`src/rtl/cpu_sequencer.sv`:
```
// cpu_sequencer: multicycle IF/DE/RF/EX/WB sequencer for the five-stage core.
// It owns the shared memory handshake, enforces a bounded memory wait,
// honours halt instructions and stop requests at instruction boundaries,
// and counts retired instructions. All outputs are flops loaded from the
// next-state decode, so they track the state register cycle for cycle and
// clear asynchronously with p_reset.

module cpu_sequencer #(
  parameter int CNT_W    = 16,
  parameter int WAIT_MAX = 15,
  parameter int TO_W     = 4
) (
  input  logic             m_clock,
  input  logic             p_reset,
  input  logic             start,
  input  logic             stop,
  input  logic             mem_ack,
  input  logic             is_mem,
  input  logic             is_store,
  input  logic             is_halt,
  output logic             en_if,
  output logic             en_de,
  output logic             en_rf,
  output logic             en_ex,
  output logic             en_wb,
  output logic             mem_req,
  output logic             mem_we,
  output logic             busy,
  output logic             halted,
  output logic             timeout_err,
  output logic [CNT_W-1:0] retired,
  output logic [2:0]       state
);

  typedef enum logic [2:0] {
    S_IDLE = 3'd0,
    S_IF   = 3'd1,
    S_DE   = 3'd2,
    S_RF   = 3'd3,
    S_EX   = 3'd4,
    S_WB   = 3'd5,
    S_HALT = 3'd6,
    S_ERR  = 3'd7
  } state_t;

  state_t           state_r;
  state_t           next_s;
  logic [TO_W-1:0]  wait_r;
  logic [TO_W-1:0]  wait_nxt_s;
  logic             stop_pend_r;
  logic             stop_pend_nxt_s;
  logic             mem_f_r;
  logic             mem_f_nxt_s;
  logic             st_f_r;
  logic             st_f_nxt_s;
  logic             retire_s;
  logic             wait_expired_s;
  logic [CNT_W-1:0] retired_r;

  // True for the five pipeline stages that make up an instruction in flight.
  function automatic logic is_busy_state(input state_t s);
    logic b;
    case (s)
      S_IF, S_DE, S_RF, S_EX, S_WB: b = 1'b1;
      default:                      b = 1'b0;
    endcase
    return b;
  endfunction

  assign wait_expired_s = (wait_r == TO_W'(WAIT_MAX));

  // Next-state, wait-counter, stop-pending and decode-flag logic.
  always_comb begin
    next_s          = state_r;
    wait_nxt_s      = wait_r;
    stop_pend_nxt_s = stop_pend_r;
    mem_f_nxt_s     = mem_f_r;
    st_f_nxt_s      = st_f_r;
    retire_s        = 1'b0;

    case (state_r)
      S_IDLE: begin
        if (start) begin
          next_s = S_IF;
        end else begin
          next_s = S_IDLE;
        end
      end
      S_IF: begin
        // Ack wins over an expiring wait in the same cycle.
        if (mem_ack) begin
          next_s = S_DE;
        end else if (wait_expired_s) begin
          next_s = S_ERR;
        end else begin
          wait_nxt_s = wait_r + TO_W'(1);
        end
      end
      S_DE: begin
        mem_f_nxt_s = is_mem;
        st_f_nxt_s  = is_store;
        if (is_halt) begin
          next_s   = S_HALT;
          retire_s = 1'b1;
        end else begin
          next_s = S_RF;
        end
      end
      S_RF: begin
        next_s = S_EX;
      end
      S_EX: begin
        next_s = S_WB;
      end
      S_WB: begin
        if (!mem_f_r || mem_ack) begin
          retire_s = 1'b1;
          // A stop arriving in the completion cycle itself still counts.
          if (stop_pend_r || stop) begin
            next_s = S_HALT;
          end else begin
            next_s = S_IF;
          end
        end else if (wait_expired_s) begin
          next_s = S_ERR;
        end else begin
          wait_nxt_s = wait_r + TO_W'(1);
        end
      end
      S_HALT: begin
        if (start) begin
          next_s = S_IF;
        end else begin
          next_s = S_HALT;
        end
      end
      S_ERR: begin
        next_s = S_ERR;
      end
      default: begin
        next_s = S_IDLE;
      end
    endcase

    // Stop is remembered while busy and only acted on at WB completion.
    if (is_busy_state(state_r) && stop) begin
      stop_pend_nxt_s = 1'b1;
    end else begin
      stop_pend_nxt_s = stop_pend_nxt_s;
    end

    // Entering HALT consumes any pending stop.
    if (next_s == S_HALT) begin
      stop_pend_nxt_s = 1'b0;
    end else begin
      stop_pend_nxt_s = stop_pend_nxt_s;
    end

    // Each stage starts its memory wait budget from zero.
    if (next_s != state_r) begin
      wait_nxt_s = {TO_W{1'b0}};
    end else begin
      wait_nxt_s = wait_nxt_s;
    end
  end

  // State register, wait counter, pending stop and latched decode flags.
  always_ff @(posedge m_clock or negedge p_reset) begin
    if (!p_reset) begin
      state_r     <= S_IDLE;
      wait_r      <= {TO_W{1'b0}};
      stop_pend_r <= 1'b0;
      mem_f_r     <= 1'b0;
      st_f_r      <= 1'b0;
    end else begin
      state_r     <= next_s;
      wait_r      <= wait_nxt_s;
      stop_pend_r <= stop_pend_nxt_s;
      mem_f_r     <= mem_f_nxt_s;
      st_f_r      <= st_f_nxt_s;
    end
  end

  // Retired-instruction counter; wraps silently.
  always_ff @(posedge m_clock or negedge p_reset) begin
    if (!p_reset) begin
      retired_r <= {CNT_W{1'b0}};
    end else if (retire_s) begin
      retired_r <= retired_r + CNT_W'(1);
    end else begin
      retired_r <= retired_r;
    end
  end

  // Registered output decode, loaded from the state being entered.
  always_ff @(posedge m_clock or negedge p_reset) begin
    if (!p_reset) begin
      en_if       <= 1'b0;
      en_de       <= 1'b0;
      en_rf       <= 1'b0;
      en_ex       <= 1'b0;
      en_wb       <= 1'b0;
      mem_req     <= 1'b0;
      mem_we      <= 1'b0;
      busy        <= 1'b0;
      halted      <= 1'b0;
      timeout_err <= 1'b0;
    end else begin
      en_if       <= (next_s == S_IF);
      en_de       <= (next_s == S_DE);
      en_rf       <= (next_s == S_RF);
      en_ex       <= (next_s == S_EX);
      en_wb       <= (next_s == S_WB);
      mem_req     <= (next_s == S_IF) || ((next_s == S_WB) && mem_f_nxt_s);
      mem_we      <= (next_s == S_WB) && mem_f_nxt_s && st_f_nxt_s;
      busy        <= is_busy_state(next_s);
      halted      <= (next_s == S_HALT);
      timeout_err <= (next_s == S_ERR);
    end
  end

  assign retired = retired_r;
  assign state   = state_r;

  cpu_sequencer_chk u_chk (
    .m_clock     (m_clock),
    .p_reset     (p_reset),
    .en          ({en_wb, en_ex, en_rf, en_de, en_if}),
    .mem_req     (mem_req),
    .mem_we      (mem_we),
    .busy        (busy),
    .halted      (halted),
    .timeout_err (timeout_err)
  );

endmodule

// Structural invariants of the sequencer outputs.
module cpu_sequencer_chk (
  input logic       m_clock,
  input logic       p_reset,
  input logic [4:0] en,
  input logic       mem_req,
  input logic       mem_we,
  input logic       busy,
  input logic       halted,
  input logic       timeout_err
);

  a_en_onehot: assert property (@(posedge m_clock) disable iff (!p_reset) $onehot0(en));
  a_we_req:    assert property (@(posedge m_clock) disable iff (!p_reset) mem_we |-> mem_req);
  a_busy_en:   assert property (@(posedge m_clock) disable iff (!p_reset) busy == (en != 5'd0));
  a_modes:     assert property (@(posedge m_clock) disable iff (!p_reset)
                                $onehot0({busy, halted, timeout_err}));

endmodule
```
`config.mk`:
```
export PLATFORM = sky130hd
export DESIGN_NAME = cpu_sequencer
export DESIGN_NICKNAME = d
export VERILOG_FILES = /design/src/rtl/cpu_sequencer.sv
export SDC_FILE = /design/constraint.sdc
export NUM_CORES = 1
export LEC_CHECK = 0
export BUFFER_PORTS_ARGS = -buffer_cell sky130_fd_sc_hd__buf_2
export CORE_MARGIN = 2
export CORE_UTILIZATION = 37
export DETAILED_ROUTE_END_ITERATION = 10
export PLACE_DENSITY = 0.61
export SYNTH_ARGS = -nofsm -noshare
export SYNTH_HDL_FRONTEND = slang
export SYNTH_SLANG_ARGS = --single-unit
```
`constraint.sdc`:
```
create_clock -name m_clock -period 4.7 [get_ports m_clock]
set_input_delay 0.94 -clock m_clock [delete_from_list [all_inputs] [get_ports m_clock]]
set_output_delay 0.94 -clock m_clock [all_outputs]
set_load 0.05 [all_outputs]
```
======== Word level (Yosys, flattened, before mapping) ========
Index checks and enable logic that the tools add are counted.
Widths: inputs -> output; s select.
cells by class
  $add $sub $neg .......................... 2
  multipliers ............................. 0
  div/mod/pow operators ................... 0
  magnitude comparators ................... 0
  equal/unequal tests ..................... 18
  shift operators ......................... 0
  muxes and demuxes ....................... 22
  bitwise operators ....................... 0
  reduce and logical (&&, ||, !) cells .... 13
operators with widths
  kind                   count
  $eq 3x3->1 const B     8
  $pmux 3 s8             1
  $mux 3                 6
  $add 16x1->16 const B  1
  $mux 4                 4
  $eq 3x2->1 const B     4
  $reduce_or 5->1        2
  $mux 1                 9
  $pmux 4 s2             1
  $eq 3x1->1 const B     2
  $ne 3x3->1 const B     2
  $add 4x1->4 const B    1
  $eq 4x4->1 const B     1
  $logic_and 1x1->1      3
  $logic_not 3->1        1
  $logic_or 1x1->1       3
  $ne 3x3->1             1
  $reduce_and 3->1       1
  $reduce_bool 3->1      1
  $pmux 1 s2             1
  $reduce_bool 2->1      1
  $logic_not 1->1        1
storage, ports and cells
  flip-flop bits (word level) ............. 36
  latch bits .............................. 0
  bits in writable memories ............... 0
  ROM bits ................................ 0
  output and inout port bits .............. 29
  word-level logic and storage cells ...... 71
  memories ................................ 0

======== Depth between registers and ports, before layout ========
Gate-level depths: netlist (run 1).
  depth after elaboration ................. 7
  depth in mapped cells ................... 6
  gate-level depth less buffers ........... 6

======== Worst setup path before layout (run 1) ========
OpenSTA, ideal clock, no wires.
  path kind ............................... input-to-reg
  from .................................... input port is_halt
  to ...................................... register mem_we
  library setup time ...................... 0.068 ns
  arrival time ............................ 1.924 ns
  slack ................................... 2.708 ns
  stages on the path ...................... 5
  buffers on the path ..................... 0
  path through ............................ or2_1 o221a_1 a21oi_2 nand3_2 and4b_1
between the ends
  longest elaborated chain between the ends .. 5
RTL lines
  element                         RTL line  source
  start: declaration              20        input logic is_halt,
  $mux 3                          102       if (is_halt) begin
  $pmux 3 s8                      81        case (state_r)
  via next_s[0]                   47        state_t next_s;
  $eq 3x3->1                      215       mem_we <= (next_s == S_WB) && mem_f_nxt_s && st_f_nxt_s;
  $logic_and 1x1->1 (2 in a row)  215
  end signal: assignment          215
  end: declaration                27        output logic mem_we,
The timed path passes the listed nets, and every way through them passes these cells.
A chain may end at the register's enable or synchronous reset.

======== Worst setup path in the final report (run 1) ========
  from .................................... register state_r[2], in the netlist state[2]
  to ...................................... output port state[2]
RTL lines
  element                   RTL line  source
  start: declaration        46        state_t state_r;
  start signal: assignment  176       state_r <= next_s;
  end: declaration          32        output logic [2:0] state
No word-level cell between the ends.

==> impl_metrics.tcl, run 1 <==
set metrics [dict create \
    synth_edf_count 0 \
    io_buffers 36 \
    grt_usage 0.1429 \
    max_cap_viol_count 0 \
    ir_drop_mv 0.2985 \
    max_slew_margin 0.4823 \
    grt_start_max_net_pins 37 \
    tns_ns 0 \
    maxSlewViolCount 0 \
    via_per_inst 5.178 \
    path_delay_family "flip-flops" \
    coreArea_um2 4384 \
    ys_seq_area_frac 0.5314 \
    cp.required_ns 3.76 \
    critical_path.max_stage_delay_ns 0.66 \
    fin_crit_sh 0.4787 \
    outcome "finished, final reports clean" \
    dr.pass1.iters 4 \
    yosys.area.top_type "dfrtp_1" \
    finalNetCount 198 \
    io_pins 37 \
    min_path_type "reg -> reg" \
    drive_gt1_frac 0.2963 \
    worst_pin_slew_ns 0.7766 \
    ys_types 44 \
    ctsLongestPathBuffers 2 \
    finalHoldViolCount 0 \
    cts_tree "built" \
    clock_sinks 36 \
    skew_ns 0.004405 \
    synth_nets 160 \
    ctsRootBufferMaster "clkbuf_8" \
    grt_antenna_before_repair 0 \
    dp_hpwl_um 2439 \
    leakage_nw 0.9841 \
    die_area_um2 5139 \
    clk_pin_slew_ns 0.07 \
    row_count 24 \
    post-cts-setup-buffers 0 \
    power.density_nw_per_um2 663.7 \
    syn_area_um2 1695 \
    ctsHoldBuffers 0 \
    clkLatencyLatePin_ns 0.28 \
    initial_core_util 0.3867 \
    dp.cells 233 \
    drt_iter0_drc 53 \
    postSynthCellCount 150 \
    cts_resized 0 \
    path_buf_inv 1 \
    synth_warnings 0 \
    die_x_um 71.69 \
    synthTopCellsByArea "dfrtp_1 (53%), xnor2_1 (6.7%), and3_1 (2.6%)" \
    setup_violations 0 \
    drc_errors 0 \
    path_max_fanout 16 \
    async_flop_share 1.000 \
    crit_slowest_cell "dfrtp_1" \
    synthFlopType "dfrtp_1" \
    drtAntennaViolNets 0 \
    wire_per_inst_um 13.78 \
    route.vias.total 1248 \
    die_h_um 71.69 \
    worstPathArrival_ns 1.31 \
    fin_crit_ns 2.250 \
    worst_setup_path_start_kind "register" \
    fmax_mhz 444.5 \
    cts_htree_levels 2 \
    syn_area_per_cell_um2 11.30 \
    n_antenna_cell 0 \
    routabilityCongestion 0.8377 \
    cts_made_buffers 5 \
    worst_hold_slack_ns 0.4774 \
    ys_seq_elements 36 \
    worst-setup-path-type "reg -> out" \
    final_cells 241 \
    syn_to_final_growth_pct 17.71 \
    totalWireLength_um 3320 \
    synth_top_cell_area_share 0.5314 \
    crit_path_cell_trace "buf_2" \
    grt_pass1_wl_um 5678 \
    grt-ovfl-total 0 \
    grt_pass1_vias 1222 \
    rsz0062_at_grt "false" \
    worstSetupEndpointType "output port" \
]
-- metal layers --
layer	share of wire	global-route usage	vias to the layer above	wire length, um
met4	0.0027	0.05031	0	9
met2	0.47	0.2233	40	1563
li1	-	-	600	-
met3	0.075	0.05907	2	249
met5	0	0	-	0
met1	0.45	0.1787	606	1498
-- logic make-up (layout without fill, tap and decap cells) --
| group | after synthesis | count (layout) | share of synthesized area |
|---|---|---|---|
| AOI/OAI and AO/OA | 21 | 21 | 0.09889 |
| xor gates and xnor gates | 17 | 17 | 0.08782 |
| adders and majority gates | 2 | 2 | 0.01476 |
| buffers and inverters | 10 | 49 | 0.03173 |
| DFF | 36 | 36 | 0.5314 |
| muxes | 5 | 5 | 0.03173 |
| and+or+nand+nor | 59 | 59 | 0.2037 |
-- flip-flops by register name (all words and copies together), names as in the netlist --
name / flops
en_ex: 1
retired: 16
timeout_err: 1
mem_f_r: 1
st_f_r: 1
busy: 1
en_if: 1
mem_we: 1
en_rf: 1
halted: 1
en_wb: 1
stop_pend_r: 1
mem_req: 1
en_de: 1
wait_r: 4
state: 3
-- through the flow --
stage	util	instance area, um2	setup WS (ns)	power [W]
2_1_floorplan	-	1695	2.708	0.0009809
3_3_place_gp	0.4346	1906	2.378	0.001089
3_5_place_dp	0.4346	1906	2.328	0.001107
4_1_cts	0.4552	1996	2.441	0.001335
5_1_grt	0.4552	1996	2.322	0.001419
6_report	0.4552	1996	2.450	0.001324
-- where the power goes --
part	internal (W)	switching [W]
Sequential	0.000388	0.000101
Clock	0.000120	0.000107
Combinational	0.000196	0.000413
-- final timing paths --
path                       slack, ns  depth (start not counted)               startpoint                      end
max                             2.45                          1       state[2]$_DFF_PN0_                 state[2]
min                             0.48                          1  retired[15]$_DFFE_PN0P_  retired[15]$_DFFE_PN0P_
max reg2reg                     2.61                          5       state[1]$_DFF_PN0_  retired[14]$_DFFE_PN0P_
min reg2reg                     0.48                          1  retired[15]$_DFFE_PN0P_  retired[15]$_DFFE_PN0P_
max in group asynchronous       3.47                          1                  p_reset          en_rf$_DFF_PN0_
min in group asynchronous       0.72                          1                  p_reset  retired[15]$_DFFE_PN0P_
-- cells in the mapped netlist, drive strengths merged (2+ instances only) --
cell type / n
dfrtp: 36
xnor2: 13
nor2: 12
and3: 9
nand2: 9
nand3: 8
a21oi: 6
inv: 5
nand4: 5
buf: 4
xor2: 4
mux2: 3
nor2b: 3
a311oi: 2
a31oi: 2
and2b: 2
ha: 2
mux2i: 2
nand2b: 2
nor3b: 2
o21a: 2
o21ai: 2
or2: 2
-- final cells by class --
cell class | instances | area (um2)
Clock buffer | 8 | 90.09
Sequential cell | 36 | 900.9
Timing Repair Buffer | 36 | 180.2
Inverter | 5 | 18.77
Fill cell | 421 | 2389
Multi-Input combinational cell | 104 | 740.7
Tap cell | 52 | 65.06
-- cells in the final DEF (no fill, tap or decap), types with 3 or more instances in the layout --
cell	n
nand4_1	5
xor2_1	4
nor2_1	10
nand3_1	7
a21oi_1	5
inv_1	5
buf_2	36
dfrtp_1	36
mux2_2	3
xnor2_1	13
nor2b_1	3
clkbuf_8	6
and3_1	7
nand2_1	9
Note: power is estimated with default switching activity, not from simulation.
==> run 2, diff against run 1 <==
- ABC_AREA: not set -> 1
- PLACE_DENSITY: 0.61 -> 0.63
- clock period: 4.7 -> 1.9 ns (I/O delays scaled with it)
==> impl_metrics.tcl, run 2 <==
set metrics [dict create \
    outcome "finished, final reports clean" \
    synth_warnings 0 \
    tns_ns 0 \
    die_h_um 74.27 \
    power.density_nw_per_um2 692.0 \
    ys_seq_elements 36 \
    drt_iter0_drc 27 \
    path_delay_family "simple AND/OR/NAND/NOR gates" \
    path_max_fanout 10 \
    critical_path.max_stage_delay_ns 0.45 \
    io_buffers 36 \
    cts_tree "built" \
    rsz0062_at_grt "false" \
    synth_top_cell_area_share 0.4932 \
    async_flop_share 1.000 \
    cp.required_ns 2.09 \
    setup_violations 0 \
    dr.pass1.iters 4 \
    dp_hpwl_um 2794 \
    rr_endpoint "retired[11]$_DFFE_PN0P_" \
    mostFrequentLayoutCells "nand2_1 (52), dfrtp_1 (36), buf_2 (36), inv_1 (28), nor2_1 (24)" \
    r2r_start "state[1]$_DFF_PN0_" \
    clk_pin_slew_ns 0.07 \
    coreArea_um2 4755 \
    drive_gt1_frac 0.2337 \
    max_cap_viol_count 0 \
    grt_usage 0.1474 \
    min_path_type "in -> async" \
    ctsLongestPathBuffers 2 \
    finalNetCount 270 \
    ctsHoldBuffers 0 \
    maxUsedRoutingLayer "met4" \
    route.vias.total 1496 \
    drc_errors 0 \
    row_count 25 \
    path_buf_inv 1 \
    crit_path_cell_trace "inv_2 > nand2_1 > nor2_4 > nand2_4 > nand2_8 > nand2_1 > nor2_1 > nand4_1 > xor2_1" \
    crit_path_frequent_cell "nand2_1" \
    syn_to_final_growth_pct 22.26 \
    worst_hold_slack_ns 0.02265 \
    cts_htree_levels 2 \
    die_x_um 74.27 \
    ctsRootBufferMaster "clkbuf_8" \
    ys_types 24 \
    leakage_nw 1.227 \
    worstSetupEndpointType "register" \
    die_area_um2 5515 \
    grt-ovfl-total 0 \
    syn_area_um2 1827 \
    io_pins 37 \
    routabilityCongestion 0.8875 \
    postSynthCellCount 217 \
    synth_commonest_cells "nand2_1 (52), dfrtp_1 (36), inv_1 (28)" \
    crit_start "state[1]$_DFF_PN0_" \
    worstPathArrival_ns 1.90 \
    largest_reg_flops 16 \
    dr_wl_met2_um 1639 \
    grt_pass1_vias 1385 \
    totalWireLength_um 3594 \
    clock_sinks 36 \
    rr_worst_depth 9 \
    syn_area_per_cell_um2 8.418 \
    ys_seq_area_frac 0.4932 \
    ir_drop_mv 0.2874 \
    via_per_inst 4.561 \
    drtAntennaViolNets 0 \
    synth_nets 227 \
    fmax_mhz 582.7 \
    crit_slowest_cell "dfrtp_1" \
    grt_antenna_before_repair 0 \
    grt_start_max_net_pins 20 \
    finalHoldViolCount 0 \
    worst-setup-path-type "reg -> reg" \
    synth_most_common_cell "nand2_1" \
    post-cts-setup-buffers 0 \
    final_common_cell "nand2_1" \
    n_fill_cell 499 \
    clkLatencyLatePin_ns 0.30 \
    skew_ns 0.009599 \
    fin_crit_ns 1.716 \
    initial_core_util 0.3842 \
    wire_per_inst_um 10.96 \
    maxSlewViolCount 0 \
    cts_made_buffers 5 \
    synth_edf_count 0 \
    cts_resized 0 \
    synthFlopType "dfrtp_1" \
    worst_setup_path_start_kind "register" \
    endpoint "retired[11]$_DFFE_PN0P_" \
    grt_pass1_wl_um 6175 \
    max_slew_margin 0.6989 \
    rrSetupSlack_ns 0.18 \
    n_antenna_cell 0 \
    wl_met1_um 1682 \
    fin_crit_sh 0.9033 \
    yosys.area.top_type "dfrtp_1" \
    worst_pin_slew_ns 0.4517 \
    synthTopCellsByArea "dfrtp_1 (49%), nand2_1 (11%), nand3_1 (6.3%)" \
    wl_met3_um 184 \
    path_depth 9 \
]
-- run 2: changes by cell type in the layout (fill, tap and decap cells not counted), sizes merged, moves of 3 or more --
cell and delta:
a21oi -3, nand2 +48, nor3 +6, inv +26, xor2 +6, nor2b -3
o21ai +3, nor2 +16, and3 -9, xnor2 -8, nand3 +17
-- run 2: worst min-delay path by stage --
stage / endpoint / slack (ns) / depth (start not counted)
finish: timeout_err$_DFF_PN0_ / 0.02 / 1
global route: retired[7]$_DFFE_PN0P_ / 0.06 / 1
CTS: st_f_r$_DFF_PN0_ / 0.03 / 1
detailed placement: timeout_err$_DFF_PN0_ / 0.35 / 1
global placement: timeout_err$_DFF_PN0_ / 0.36 / 1
floorplan: busy$_DFF_PN0_ / 0.08 / 0
-- run 2: metal layers --
layer  GRT usage  vias to the layer above
met1      0.1919                      689
met2      0.2292                       34
met3     0.03930                        9
li1            -                      764
met4     0.07143                        0
met5           0                        -
-- run 2: metrics by stage --
step	setup WS [ns]	std cells	cell area [um2]	util	total power [W]
after floorplan	0.07638	217	1827	-	0.0007906
after global placement	0.2141	320	2107	0.4432	0.0008214
after detailed placement	0.2115	320	2107	0.4432	0.0008213
after CTS	0.1995	328	2233	0.4697	0.001564
after global routing	0.008624	328	2233	0.4697	0.001583
final	0.1837	328	2233	0.4697	0.001546
-- run 2: where the power goes --
part	switching (W)	internal (W)
combinational	0.0000249	0.0000123
sequential	0.000000806	0.000767
clock	0.000278	0.000463
total	0.000303	0.00124
-- run 2: cell type report --
class | instances | area [um2] | share of cell area
Sequential cell | 36 | 900.9 | 0.4034
Multi-Input combinational cell | 149 | 805.8 | 0.3608
Timing Repair Buffer | 37 | 200.2 | 0.08964
Inverter | 31 | 116.4 | 0.05210
Clock buffer | 7 | 96.34 | 0.04314
Tap cell | 67 | 83.83 | 0.03754
Clock inverter | 1 | 30.03 | 0.01345
-- run 2: cell families after synthesis --
logic type,synth area share
adder cells (fa/ha/maj),0.01370
multiplexers,0.01233
AND/OR/NAND/NOR,0.3171
buffers and inverters,0.06575
AO/OA/AOI/OAI,0.02602
XOR/XNOR,0.07191
flip-flops,0.4931
